## config.mk

```make
export PLATFORM = sky130hd
export DESIGN_NAME = lcd_text_buffer
export DESIGN_NICKNAME = d
export VERILOG_FILES = /design/src/rtl/lcd_text_buffer.sv
export SDC_FILE = /design/constraint.sdc
export NUM_CORES = 1
export LEC_CHECK = 0
export BUFFER_PORTS_ARGS = -buffer_cell sky130_fd_sc_hd__buf_2
export CAP_MARGIN = 20
export CORE_AREA = 2 2 180 147
export CTS_BUF_LIST = sky130_fd_sc_hd__clkbuf_8
export DETAILED_ROUTE_END_ITERATION = 6
export DIE_AREA = 0 0 182 149
export PLACE_DENSITY = 0.75
export SLEW_MARGIN = 20
export SYNTH_ARGS = -nofsm -noshare
export SYNTH_HDL_FRONTEND = slang
export SYNTH_SLANG_ARGS = --single-unit
```

## constraint.sdc

```tcl
create_clock -name iCLK -period 4.3 [get_ports iCLK]
set_input_delay 1.075 -clock iCLK [delete_from_list [all_inputs] [get_ports iCLK]]
set_output_delay 1.075 -clock iCLK [all_outputs]
set_load 0.02 [all_outputs]
```

## src/rtl/lcd_text_buffer.sv

```systemverilog
// Purpose: 32-char frame buffer that feeds the LCD controller: HD44780 init once, then endless refresh.
// Latency: per item 1 LOAD + 1 START + controller handshake time + DLY_CYCLES settling clocks.
// Backpressure: waits indefinitely on iLCD_Done; host writes are never stalled.
module lcd_text_buffer #(
    parameter int DLY_CYCLES = 262142
) (
    input  logic       iCLK,
    input  logic       iRST,
    input  logic       iWR,
    input  logic [4:0] iADDR,
    input  logic [7:0] iCHAR,
    output logic [7:0] oLCD_DATA,
    output logic       oLCD_RS,
    output logic       oLCD_Start,
    input  logic       iLCD_Done,
    output logic       oInitDone,
    output logic       oFrameDone
);

    localparam int CW = (DLY_CYCLES > 1) ? $clog2(DLY_CYCLES) : 1;
    localparam logic [CW-1:0] CNT_LAST = CW'(DLY_CYCLES - 1);

    typedef enum logic [2:0] {
        S_LOAD    = 3'd0,
        S_START   = 3'd1,
        S_WAIT_LO = 3'd2,
        S_WAIT_HI = 3'd3,
        S_DELAY   = 3'd4
    } state_t;

    state_t        state;
    state_t        state_nxt;
    logic [7:0]    char_buf [32];
    logic [5:0]    item_idx;
    logic [CW-1:0] dly_cnt;
    logic          dly_last;

    logic [4:0]    rd_addr;
    logic [7:0]    item_dat;
    logic          item_rs;

    logic          do_load;
    logic          do_start;
    logic          do_xfer_end;
    logic          do_advance;

    assign dly_last = (dly_cnt == CNT_LAST);

    // Host-side character buffer; a read in LOAD sees the pre-write value.
    always_ff @(posedge iCLK) begin
        if (iRST) begin
            for (int i = 0; i < 32; i++) begin
                char_buf[i] <= 8'h20;
            end
        end else if (iWR) begin
            char_buf[iADDR] <= iCHAR;
        end
    end

    // State register.
    always_ff @(posedge iCLK) begin
        if (iRST) begin
            state <= S_LOAD;
        end else begin
            state <= state_nxt;
        end
    end

    // Next-state logic; WAIT_LO ignores the stale done level left from the previous transfer.
    always_comb begin
        state_nxt = state;
        case (state)
            S_LOAD:    state_nxt = S_START;
            S_START:   state_nxt = S_WAIT_LO;
            S_WAIT_LO: if (!iLCD_Done) state_nxt = S_WAIT_HI;
            S_WAIT_HI: if (iLCD_Done)  state_nxt = S_DELAY;
            S_DELAY:   if (dly_last)   state_nxt = S_LOAD;
            default:   state_nxt = S_LOAD;
        endcase
    end

    // Output/control decode of the current state.
    always_comb begin
        do_load     = (state == S_LOAD);
        do_start    = (state == S_START);
        do_xfer_end = (state == S_WAIT_HI) && iLCD_Done;
        do_advance  = (state == S_DELAY) && dly_last;
    end

    // Item decode: frame items 1-16 map to cells 0-15, items 18-33 to cells 16-31 (mod-32 arithmetic).
    always_comb begin
        rd_addr  = (item_idx < 6'd17) ? (item_idx[4:0] - 5'd1) : (item_idx[4:0] - 5'd2);
        item_rs  = 1'b0;
        item_dat = 8'h00;
        if (!oInitDone) begin
            case (item_idx)
                6'd0:    item_dat = 8'h38;
                6'd1:    item_dat = 8'h0C;
                6'd2:    item_dat = 8'h01;
                6'd3:    item_dat = 8'h06;
                default: item_dat = 8'h80;
            endcase
        end else if (item_idx == 6'd0) begin
            item_dat = 8'h80;
        end else if (item_idx == 6'd17) begin
            item_dat = 8'hC0;
        end else begin
            item_rs  = 1'b1;
            item_dat = char_buf[rd_addr];
        end
    end

    // Datapath: byte/RS latched only in LOAD so they stay frozen through START..DELAY.
    always_ff @(posedge iCLK) begin
        if (iRST) begin
            oLCD_DATA  <= 8'h00;
            oLCD_RS    <= 1'b0;
            oLCD_Start <= 1'b0;
            oInitDone  <= 1'b0;
            oFrameDone <= 1'b0;
            item_idx   <= 6'd0;
            dly_cnt    <= '0;
        end else begin
            oFrameDone <= 1'b0;
            if (do_load) begin
                oLCD_DATA <= item_dat;
                oLCD_RS   <= item_rs;
            end
            if (do_start) begin
                oLCD_Start <= 1'b1;
            end
            if (do_xfer_end) begin
                oLCD_Start <= 1'b0;
                dly_cnt    <= '0;
            end
            if (state == S_DELAY && !dly_last) begin
                dly_cnt <= dly_cnt + CW'(1);
            end
            if (do_advance) begin
                if (!oInitDone) begin
                    if (item_idx == 6'd4) begin
                        oInitDone <= 1'b1;
                        item_idx  <= 6'd0;
                    end else begin
                        item_idx <= item_idx + 6'd1;
                    end
                end else if (item_idx == 6'd33) begin
                    item_idx   <= 6'd0;
                    oFrameDone <= 1'b1;
                end else begin
                    item_idx <= item_idx + 6'd1;
                end
            end
        end
    end

endmodule
```

==> results of run 1 <==
[path summary, 6_finish.rpt]
| check | to | slack [ps] |
|---|---|---|
| worst max-delay path | oLCD_DATA[7]$_SDFFE_PP0N_ | 620 |
| worst min-delay path | dly_cnt[5]$_SDFFE_PP0P_ | 470 |
| worst max register to register | oLCD_DATA[7]$_SDFFE_PP0N_ | 620 |
| worst min register to register | dly_cnt[5]$_SDFFE_PP0P_ | 470 |
[logic make-up (layout without fill, tap and decap cells)]
group	Yosys count	count (layout)	synth area share, %
mux	125	125	13.2
buf+inv	89	150	2.59
simple gates	517	517	19.8
xor+xnor	9	9	0.533
compound gates	119	119	5.91
flops	295	295	57.3
fa+ha+maj	9	9	0.762
[power by group through the flow]
| stage | Clock [mW] | Sequential, mW | Combinational, mW |
|---|---|---|---|
| final | 2.13 | 3.33 | 0.342 |
| after global routing | 2.27 | 3.34 | 0.363 |
| after CTS | 2.14 | 3.32 | 0.337 |
| after detailed placement | 0 | 3.38 | 0.336 |
| after global placement | 0 | 3.38 | 0.329 |
| after floorplan | 0 | 3.35 | 0.210 |
[placed cells by master (no fill, tap or decap), types with 4 or more instances in the layout]
master | synthesis | layout
or3_1 | 41 | 41
nand2_1 | 45 | 45
mux4_2 | 55 | 55
and2_1 | 228 | 228
nor2b_1 | 7 | 7
nand4_1 | 10 | 10
inv_1 | 11 | 33
mux2i_1 | 64 | 64
clkbuf_8 | 0 | 48
buf_4 | 3 | 25
ha_1 | 9 | 9
dfxtp_1 | 39 | 38
clkinv_1 | 1 | 8
or2_2 | 32 | 32
nor2_1 | 81 | 81
nor3_1 | 11 | 11
nand3_1 | 31 | 31
o211ai_1 | 8 | 8
a22oi_1 | 18 | 18
a31oi_1 | 5 | 5
buf_2 | 12 | 28
and3_1 | 4 | 4
xnor2_1 | 5 | 4
a211o_1 | 5 | 5
o21ai_0 | 9 | 9
nand3b_1 | 5 | 5
a311oi_1 | 4 | 4
edfxtp_1 | 256 | 256
a211oi_1 | 13 | 13
xor2_1 | 4 | 4
mux2_2 | 6 | 6
a21oi_1 | 21 | 21
nand4b_1 | 5 | 5
[layer usage]
layer,track usage [%],wire (um),vias up
met5,0,0,-
met4,8.39,952,0
met3,7.57,4870,78
met2,41.7,16300,615
met1,43.0,16000,4921
li1,-,-,4380
[metrics by stage]
step	util [%]	hold slack, ps	power (mW)	setup slack (ps)
after global routing	62.7	497	5.97	511
after detailed placement	59.6	466	3.72	669
after global placement	59.6	451	3.71	751
final	62.7	469	5.80	618
after floorplan	-	439	3.56	813
after CTS	62.7	476	5.81	645
[critical path, stage by stage, from the launching register on]
cell and delay, ps:
dfxtp_1 330, inv_1 40, buf_4 160, ha_1 360
or3b_1 290, a21oi_4 80, xnor2_2 800, buf_12 340
mux4_2 540, mux2i_1 260, nor3_1 90, o31a_1 250
[final cells by class]
cell class,instances,share of cell area [%]
clock buffers,48,4.11
clock inverters,34,0.888
inverters,12,0.280
multi-input cells,779,37.0
flip-flops and latches,295,52.7
well taps,330,2.57
repair buffers,56,2.42
[registers in the layout, summed over array words and instances (netlist names)]
signal	count
oLCD_DATA	8
oLCD_RS	1
oFrameDone	1
dly_cnt	18
item_idx	6
state	3
oLCD_Start	1
char_buf	256
oInitDone	1
==> reports/qor.yml, run 1 <==
status:
  status: "complete, no violations"
floorplan:
  core-area_um2: 25600
  die_area_um2: 27100
  rows: 53
  io_pins: 29
  initial_core_util_pct: 57.8
  fp.dieW_um: 182
  die_y_um: 149
clock_tree:
  clk_latency_ps: 570
  clk_path_buf_depth: 3
  cts_made_buffers: 47
  clk_pin_slew_ps: 60
  cts-hold-fix-buffers: 0
  cts_resized: 0
  postCtsSetupBuffers: 0
  clock-root-buffer: "clkbuf_8"
  cts.sinks: 295
  tritoncts: "yes"
  htreeDepth: 2
sta:
  fin_crit_ps: 3680
  skew_ps: 23.1
  setup_tns_ps: 0
  worst_pin_slew_ps: 1030
  hold_violations: 0
  finalSetupViolCount: 0
  rsz0062_at_grt: "false"
  period_share_pct: 85.6
  slew_viol_final: 0
  timing.fmax_mhz: 272
  relSlewSlack_pct: 30.5
power_and_ir_drop:
  combPwrFrac_pct: 5.9
  seq_power_share_pct: 57.4
  clockPowerShare_pct: 36.7
  power.leakage_nw: 5.67
  internal_power_mw: 4.40
  power.density_nw_per_um2: 361
  swShare_pct: 24.2
  peakVddDrop_uv: 287
  p_switching_mw: 1.40
final_layout:
  stdcell_count: 1554
  seqCellArea_um2: 8470
  nets: 1217
  syn2layout_area_growth_pct: 8.62
  design_area_um2: 16100
  multi_input_area_um2: 5940
  fillers: 1930
  antennaDiodeCount: 0
  drive_gt1_share_pct: 17.3
run:
  max-cap-violations: 0
yosys:
  syn_area_per_cell_um2: 12.7
  synth_area_leaders: "edfxtp_1, and2_1, mux4_2"
  synthTopCellsByCount: "edfxtp_1, and2_1, nor2_1"
  postSynthCellCount: 1163
  synth_edf_count: 256
  synth.most_common_cell: "edfxtp_1"
  ys.flop_type: "edfxtp_1"
  synth_area_um2: 14800
  ys_types: 70
  yosys_warnings: 0
  ys_seq_elements: 295
  yosysTopAreaCell: "edfxtp_1"
  syn_nets: 1189
  seq_area_frac_synth_pct: 57.3
  synth.top_cell.area_share_pct: 52.0
  synthArstFlopShare_pct: 0
drt:
  drt_first_pass_iters: 5
  wirelength_mm: 38.1
  ant_nets: 0
  drt-wirelength-per-cell_um: 24.5
  drt-vias-per-instance: 6.43
  drt_iter0_drc: 1296
  drc_errors: 0
  num_vias: 9994
critical_path:
  critPathRequiredTime_ps: 4740
  cp-start-kind: "flip-flop"
  r2r_cells: 11
  crit_start: "item_idx[0]$_SDFFE_PP0P_"
  critPathArrivalTime_ps: 4120
  cp-end-kind: "flip-flop"
  cp_max_fo: 36
  rr_startpoint: "item_idx[0]$_SDFFE_PP0P_"
  crit_type: "reg2reg"
placed_design:
  hpwl_mm: 25.1
  gp_congestion: 0.935
  placement.cell_area_um2: 15300
  dp_cells: 1472
  io_buffers: 28
grt:
  grt_max_degree: 74
  antenna_found_initial: 0
  grt_overflow: 0
  grt_pass1_vias: 9622
  track_usage_pct: 28.8
  grt_pass1_wl_mm: 57.9
worst_hold_path:
  min_path_type: "reg2reg"
  holdPathStages: 2
  min_from: "dly_cnt[5]$_SDFFE_PP0P_"
Power figures use the tool's default switching activity.
==> run 2: changes to the inputs <==
--- a/config.mk
+++ b/config.mk
@@ -7,10 +7,10 @@
 export LEC_CHECK = 0
 export BUFFER_PORTS_ARGS = -buffer_cell sky130_fd_sc_hd__buf_2
 export CAP_MARGIN = 20
-export CORE_AREA = 2 2 180 147
+export CORE_AREA = 3 3 181 148
 export CTS_BUF_LIST = sky130_fd_sc_hd__clkbuf_8
 export DETAILED_ROUTE_END_ITERATION = 6
-export DIE_AREA = 0 0 182 149
+export DIE_AREA = 0 0 184 151
 export PLACE_DENSITY = 0.75
 export SLEW_MARGIN = 20
 export SYNTH_ARGS = -nofsm -noshare
==> reports/qor.yml, run 2 (same netlist as run 1, synthesis figures left out) <==
sta:
  period_share_pct: 82.7
  timing.fmax_mhz: 281
  holdWs_ps: 471
  finalSetupViolCount: 0
  skew_ps: 24.0
  relSlewSlack_pct: 49.4
  fin_crit_ps: 3550
  hold_violations: 0
  setup_tns_ps: 0
  worst_pin_slew_ps: 757
  slew_viol_final: 0
  rsz0062_at_grt: "false"
drt:
  drt-vias-per-instance: 6.19
  wirelength_mm: 37.3
  drc_errors: 0
  drt-wirelength-per-cell_um: 23.9
  ant_nets: 0
  drt_iter0_drc: 1049
  drt_first_pass_iters: 5
  num_vias: 9663
critical_path:
  cp-start-kind: "flip-flop"
  critPathArrivalTime_ps: 4010
  crit_type: "reg2reg"
  cp_max_fo: 32
  critPathRequiredTime_ps: 4750
  cp-end-kind: "flip-flop"
final_layout:
  design_area_um2: 16200
  drive_gt1_share_pct: 18.6
  antennaDiodeCount: 0
  nets: 1228
  largest_reg_flops: 256
  final_util_pct: 64.6
  reg_top3: "char_buf x256, dly_cnt x18, oLCD_DATA x8"
  top_register: "char_buf"
  final_cell_mix: "edfxtp_1, and2_1, nor2_1, mux2i_1, mux4_2"
  final_common_cell: "edfxtp_1"
  syn2layout_area_growth_pct: 9.66
grt:
  grt_overflow: 0
  grt_max_degree: 59
  track_usage_pct: 27.4
  grt_pass1_vias: 9395
  antenna_found_initial: 0
  grt_pass1_wl_mm: 56.4
clock_tree:
  clk_pin_slew_ps: 70
  cts_resized: 0
  cts-hold-fix-buffers: 0
  tritoncts: "yes"
  clock-root-buffer: "clkbuf_8"
  clk_path_buf_depth: 3
  cts_made_buffers: 47
  postCtsSetupBuffers: 0
  clk_latency_ps: 580
  cts.sinks: 295
  htreeDepth: 2
floorplan:
  fp.dieW_um: 184
  core-area_um2: 25100
  initial_core_util_pct: 58.9
  die_area_um2: 27800
  rows: 52
  die_y_um: 151
  io_pins: 29
placed_design:
  hpwl_mm: 25.3
  placement.cell_area_um2: 15300
  io_buffers: 28
  gp_congestion: 0.929
power_and_ir_drop:
  power.density_nw_per_um2: 370
  power.leakage_nw: 5.75
  peakVddDrop_uv: 267
  total_power_mw: 5.99
status:
  status: "complete, no violations"
run:
  max-cap-violations: 0
worst_hold_path:
  min_path_type: "reg2reg"
run 2: cell count changes in the layout (fill, tap and decap cells not counted):
| cell | previous run | this run |
|---|---|---|
| buf_4 | 25 | 37 |
| buf_12 | 3 | 2 |
| inv_6 | 0 | 1 |
| inv_8 | 1 | 0 |
| bufinv_16 | 0 | 3 |
| inv_1 | 33 | 28 |
| clkinv_8 | 0 | 1 |
| clkinv_2 | 3 | 7 |
| clkbuf_8 | 48 | 47 |
run 2: layout make-up:
class	count	area, um^2
clock buffer	47	647
clock inverter	37	248
fill	1890	8900
inverter	12	45.0
multi-input combinational	779	5940
sequential	295	8470
tap	324	405
timing repair buffer	67	458
run 2: path summary, 6_finish.rpt:
| path | from | to | slack [ps] | depth (start not counted) |
|---|---|---|---|---|
| worst max-delay path | item_idx[1]$_SDFFE_PP0P_ | oLCD_DATA[7]$_SDFFE_PP0N_ | 750 | 11 |
| worst min-delay path | dly_cnt[5]$_SDFFE_PP0P_ | dly_cnt[5]$_SDFFE_PP0P_ | 470 | 2 |
| worst max register to register | item_idx[1]$_SDFFE_PP0P_ | oLCD_DATA[7]$_SDFFE_PP0N_ | 750 | 11 |
| worst min register to register | dly_cnt[5]$_SDFFE_PP0P_ | dly_cnt[5]$_SDFFE_PP0P_ | 470 | 2 |
run 2: worst max-delay path, stage by stage, from the launching register on:
cell and delay, ps:
dfxtp_2 330, clkinv_1 40, buf_4 180, ha_1 470, or3b_1 460, a21oi_4 340
xnor2_2 190, buf_12 260, mux4_2 560, mux2i_1 230, nor3_1 70, o31a_1 250
run 2: report_power, final:
group / switching [mW] / internal, mW / leakage, nW
combinational: 0.218 / 0.116 / 2.46
clock: 1.12 / 1.21 / 0.521
sequential: 0.0762 / 3.25 / 2.77
total: 1.42 / 4.58 / 5.75
run 2: per-stage QoR:
stage          worst slack [ps]  instances
2_1_floorplan               813       1163
3_3_place_gp                875       1477
3_5_place_dp                836       1477
4_1_cts                     778       1561
5_1_grt                     555       1561
6_report                    746       1561
run 2: routing by layer:
metal,global-route usage (%),routed length (um)
met1,40.3,16300
met2,41.6,16800
met3,6.75,3650
met4,6.50,591
met5,0,0
==> run 3: changes to the inputs <==
==> constraint.sdc (replaced) <==
create_clock -name iCLK -period 3.61 [get_ports iCLK]
set_input_delay 0.9025 -clock iCLK [delete_from_list [all_inputs] [get_ports iCLK]]
set_output_delay 0.9025 -clock iCLK [all_outputs]
set_load 0.02 [all_outputs]
==> reports/qor.yml, run 3 (same netlist as run 1, synthesis figures left out) <==
grt:
  met1_usage_pct: 41.7
  grt_pass1_wl_mm: 58.8
  grt_overflow: 0
  grt_pass1_vias: 9671
  track_usage_pct: 28.5
  antenna_found_initial: 0
  grt.met3_usage_pct: 8.69
  met2_usage_pct: 41.7
  grt.busiest_layer: "met2"
  grt_max_degree: 58
sta:
  slew_viol_final: 0
  rsz0062_at_grt: "false"
  hold_violations: 0
  timing.fmax_mhz: 297
  relSlewSlack_pct: 37.9
  fin_crit_ps: 3360
  finalWorstSetupSlack_ps: 248
  finalSetupViolCount: 0
  skew_ps: 28.2
  period_share_pct: 93.1
  setup_tns_ps: 0
  worst_pin_slew_ps: 924
clock_tree:
  cts_resized: 0
  cts_made_buffers: 47
  clk_latency_ps: 590
  cts.sinks: 295
  postCtsSetupBuffers: 0
  htreeDepth: 2
  clock-root-buffer: "clkbuf_8"
  tritoncts: "yes"
  clk_path_buf_depth: 3
  clk_pin_slew_ps: 60
  cts-hold-fix-buffers: 0
power_and_ir_drop:
  peakVddDrop_uv: 301
  power.leakage_nw: 5.84
  power.density_nw_per_um2: 437
final_layout:
  top_register: "char_buf"
  largest_reg_flops: 256
  reg_top3: "char_buf x256, dly_cnt x18, oLCD_DATA x8"
  final_cell_mix: "edfxtp_1, and2_1, nor2_1, mux2i_1, mux4_2"
  final_common_cell: "edfxtp_1"
  syn2layout_area_growth_pct: 10.6
  drive_gt1_share_pct: 19.6
  final_util_pct: 65.1
  stdcell_count: 1578
  antennaDiodeCount: 0
  nets: 1246
floorplan:
  core-area_um2: 25100
  io_pins: 29
  die_y_um: 151
  fp.dieW_um: 184
  die_area_um2: 27800
  initial_core_util_pct: 58.9
  rows: 52
critical_path:
  cp-start-kind: "flip-flop"
  cp-end-kind: "flip-flop"
  crit_family: "compound AO/OA/AOI/OAI gates"
  critical-path-slowest-cell: "dfxtp_1"
  critPathRequiredTime_ps: 4070
  rr_startpoint: "item_idx[2]$_SDFFE_PP0P_"
  r2r_cells: 10
  cp_max_fo: 34
  crit_start: "item_idx[2]$_SDFFE_PP0P_"
  crit_path_cell_trace: "inv_1 -> ha_1 -> o21bai_1 -> o211ai_1 -> buf_12 -> buf_4 -> mux4_2 -> a22oi_1 -> a21oi_1 -> a221o_1"
  critPathArrivalTime_ps: 3830
  cp_num_buf_inv: 3
  worstReg2RegEnd: "oLCD_DATA[4]$_SDFFE_PP0N_"
  reg2reg_slack_ps: 250
  crit_type: "reg2reg"
  critPathMaxStageDelay_ps: 560
drt:
  drt_iter0_drc: 1257
  wirelength_mm: 38.8
  drt-vias-per-instance: 6.28
  drc_errors: 0
  num_vias: 9908
  drt_first_pass_iters: 5
  ant_nets: 0
  drt-wirelength-per-cell_um: 24.6
placed_design:
  dpl_worst_slack_ps: 293
  hpwl_mm: 26.4
  gp_congestion: 0.971
  dp_cells: 1495
  io_buffers: 28
worst_hold_path:
  min_path_type: "reg2reg"
  whs_endpoint: "dly_cnt[5]$_SDFFE_PP0P_"
  holdPathStages: 2
  min_from: "dly_cnt[5]$_SDFFE_PP0P_"
status:
  status: "complete, no violations"
run:
  max-cap-violations: 0
-- run 3: tightest hold or removal path, cell delays in order (launching register included) --
cell and delay (ps):
dfxtp_1 310, nand3_1 60, a21oi_1 50
-- run 3: metal layers --
layer | part of all wire (%) | up-vias
met3 | 12 | 76
met1 | 41 | 4839
met4 | 2.4 | 2
met5 | 0.18 | -
li1 | - | 4442
met2 | 44 | 549
-- run 3: per-stage QoR --
step / instance area, um^2 / hold slack (ps) / power [mW]
global route: 16300 / 491 / 7.37
CTS: 16300 / 471 / 7.16
finish: 16300 / 468 / 7.15
detailed placement: 15500 / 463 / 4.44
global placement: 15500 / 454 / 4.42
floorplan: 14800 / 439 / 4.24
-- run 3: layout make-up --
type | instances | area [um^2]
repair buffers | 85 | 606
inverters | 12 | 45.0
multi-input cells | 779 | 5940
flip-flops and latches | 295 | 8470
clock buffers | 47 | 647
fillers | 1874 | 8770
well taps | 324 | 405
clock inverters | 36 | 235
-- run 3: how the worst max path moves through the flow --
stage | cells after the start | to | slack (ps)
floorplan | 10 | oLCD_DATA[4]$_SDFFE_PP0N_ | 120
global placement | 10 | oLCD_DATA[4]$_SDFFE_PP0N_ | 390
detailed placement | 10 | oLCD_DATA[4]$_SDFFE_PP0N_ | 290
CTS | 10 | oLCD_DATA[4]$_SDFFE_PP0N_ | 290
global route | 10 | oLCD_DATA[0]$_SDFFE_PP0N_ | 20
finish | 10 | oLCD_DATA[4]$_SDFFE_PP0N_ | 250
-- run 3: where the power goes --
group | total, mW | switching, mW | internal (mW)
Clock | 2.77 | 1.34 | 1.43
Combinational | 0.411 | 0.270 | 0.140
Sequential | 3.96 | 0.0915 | 3.87
Total | 7.15 | 1.70 | 5.45
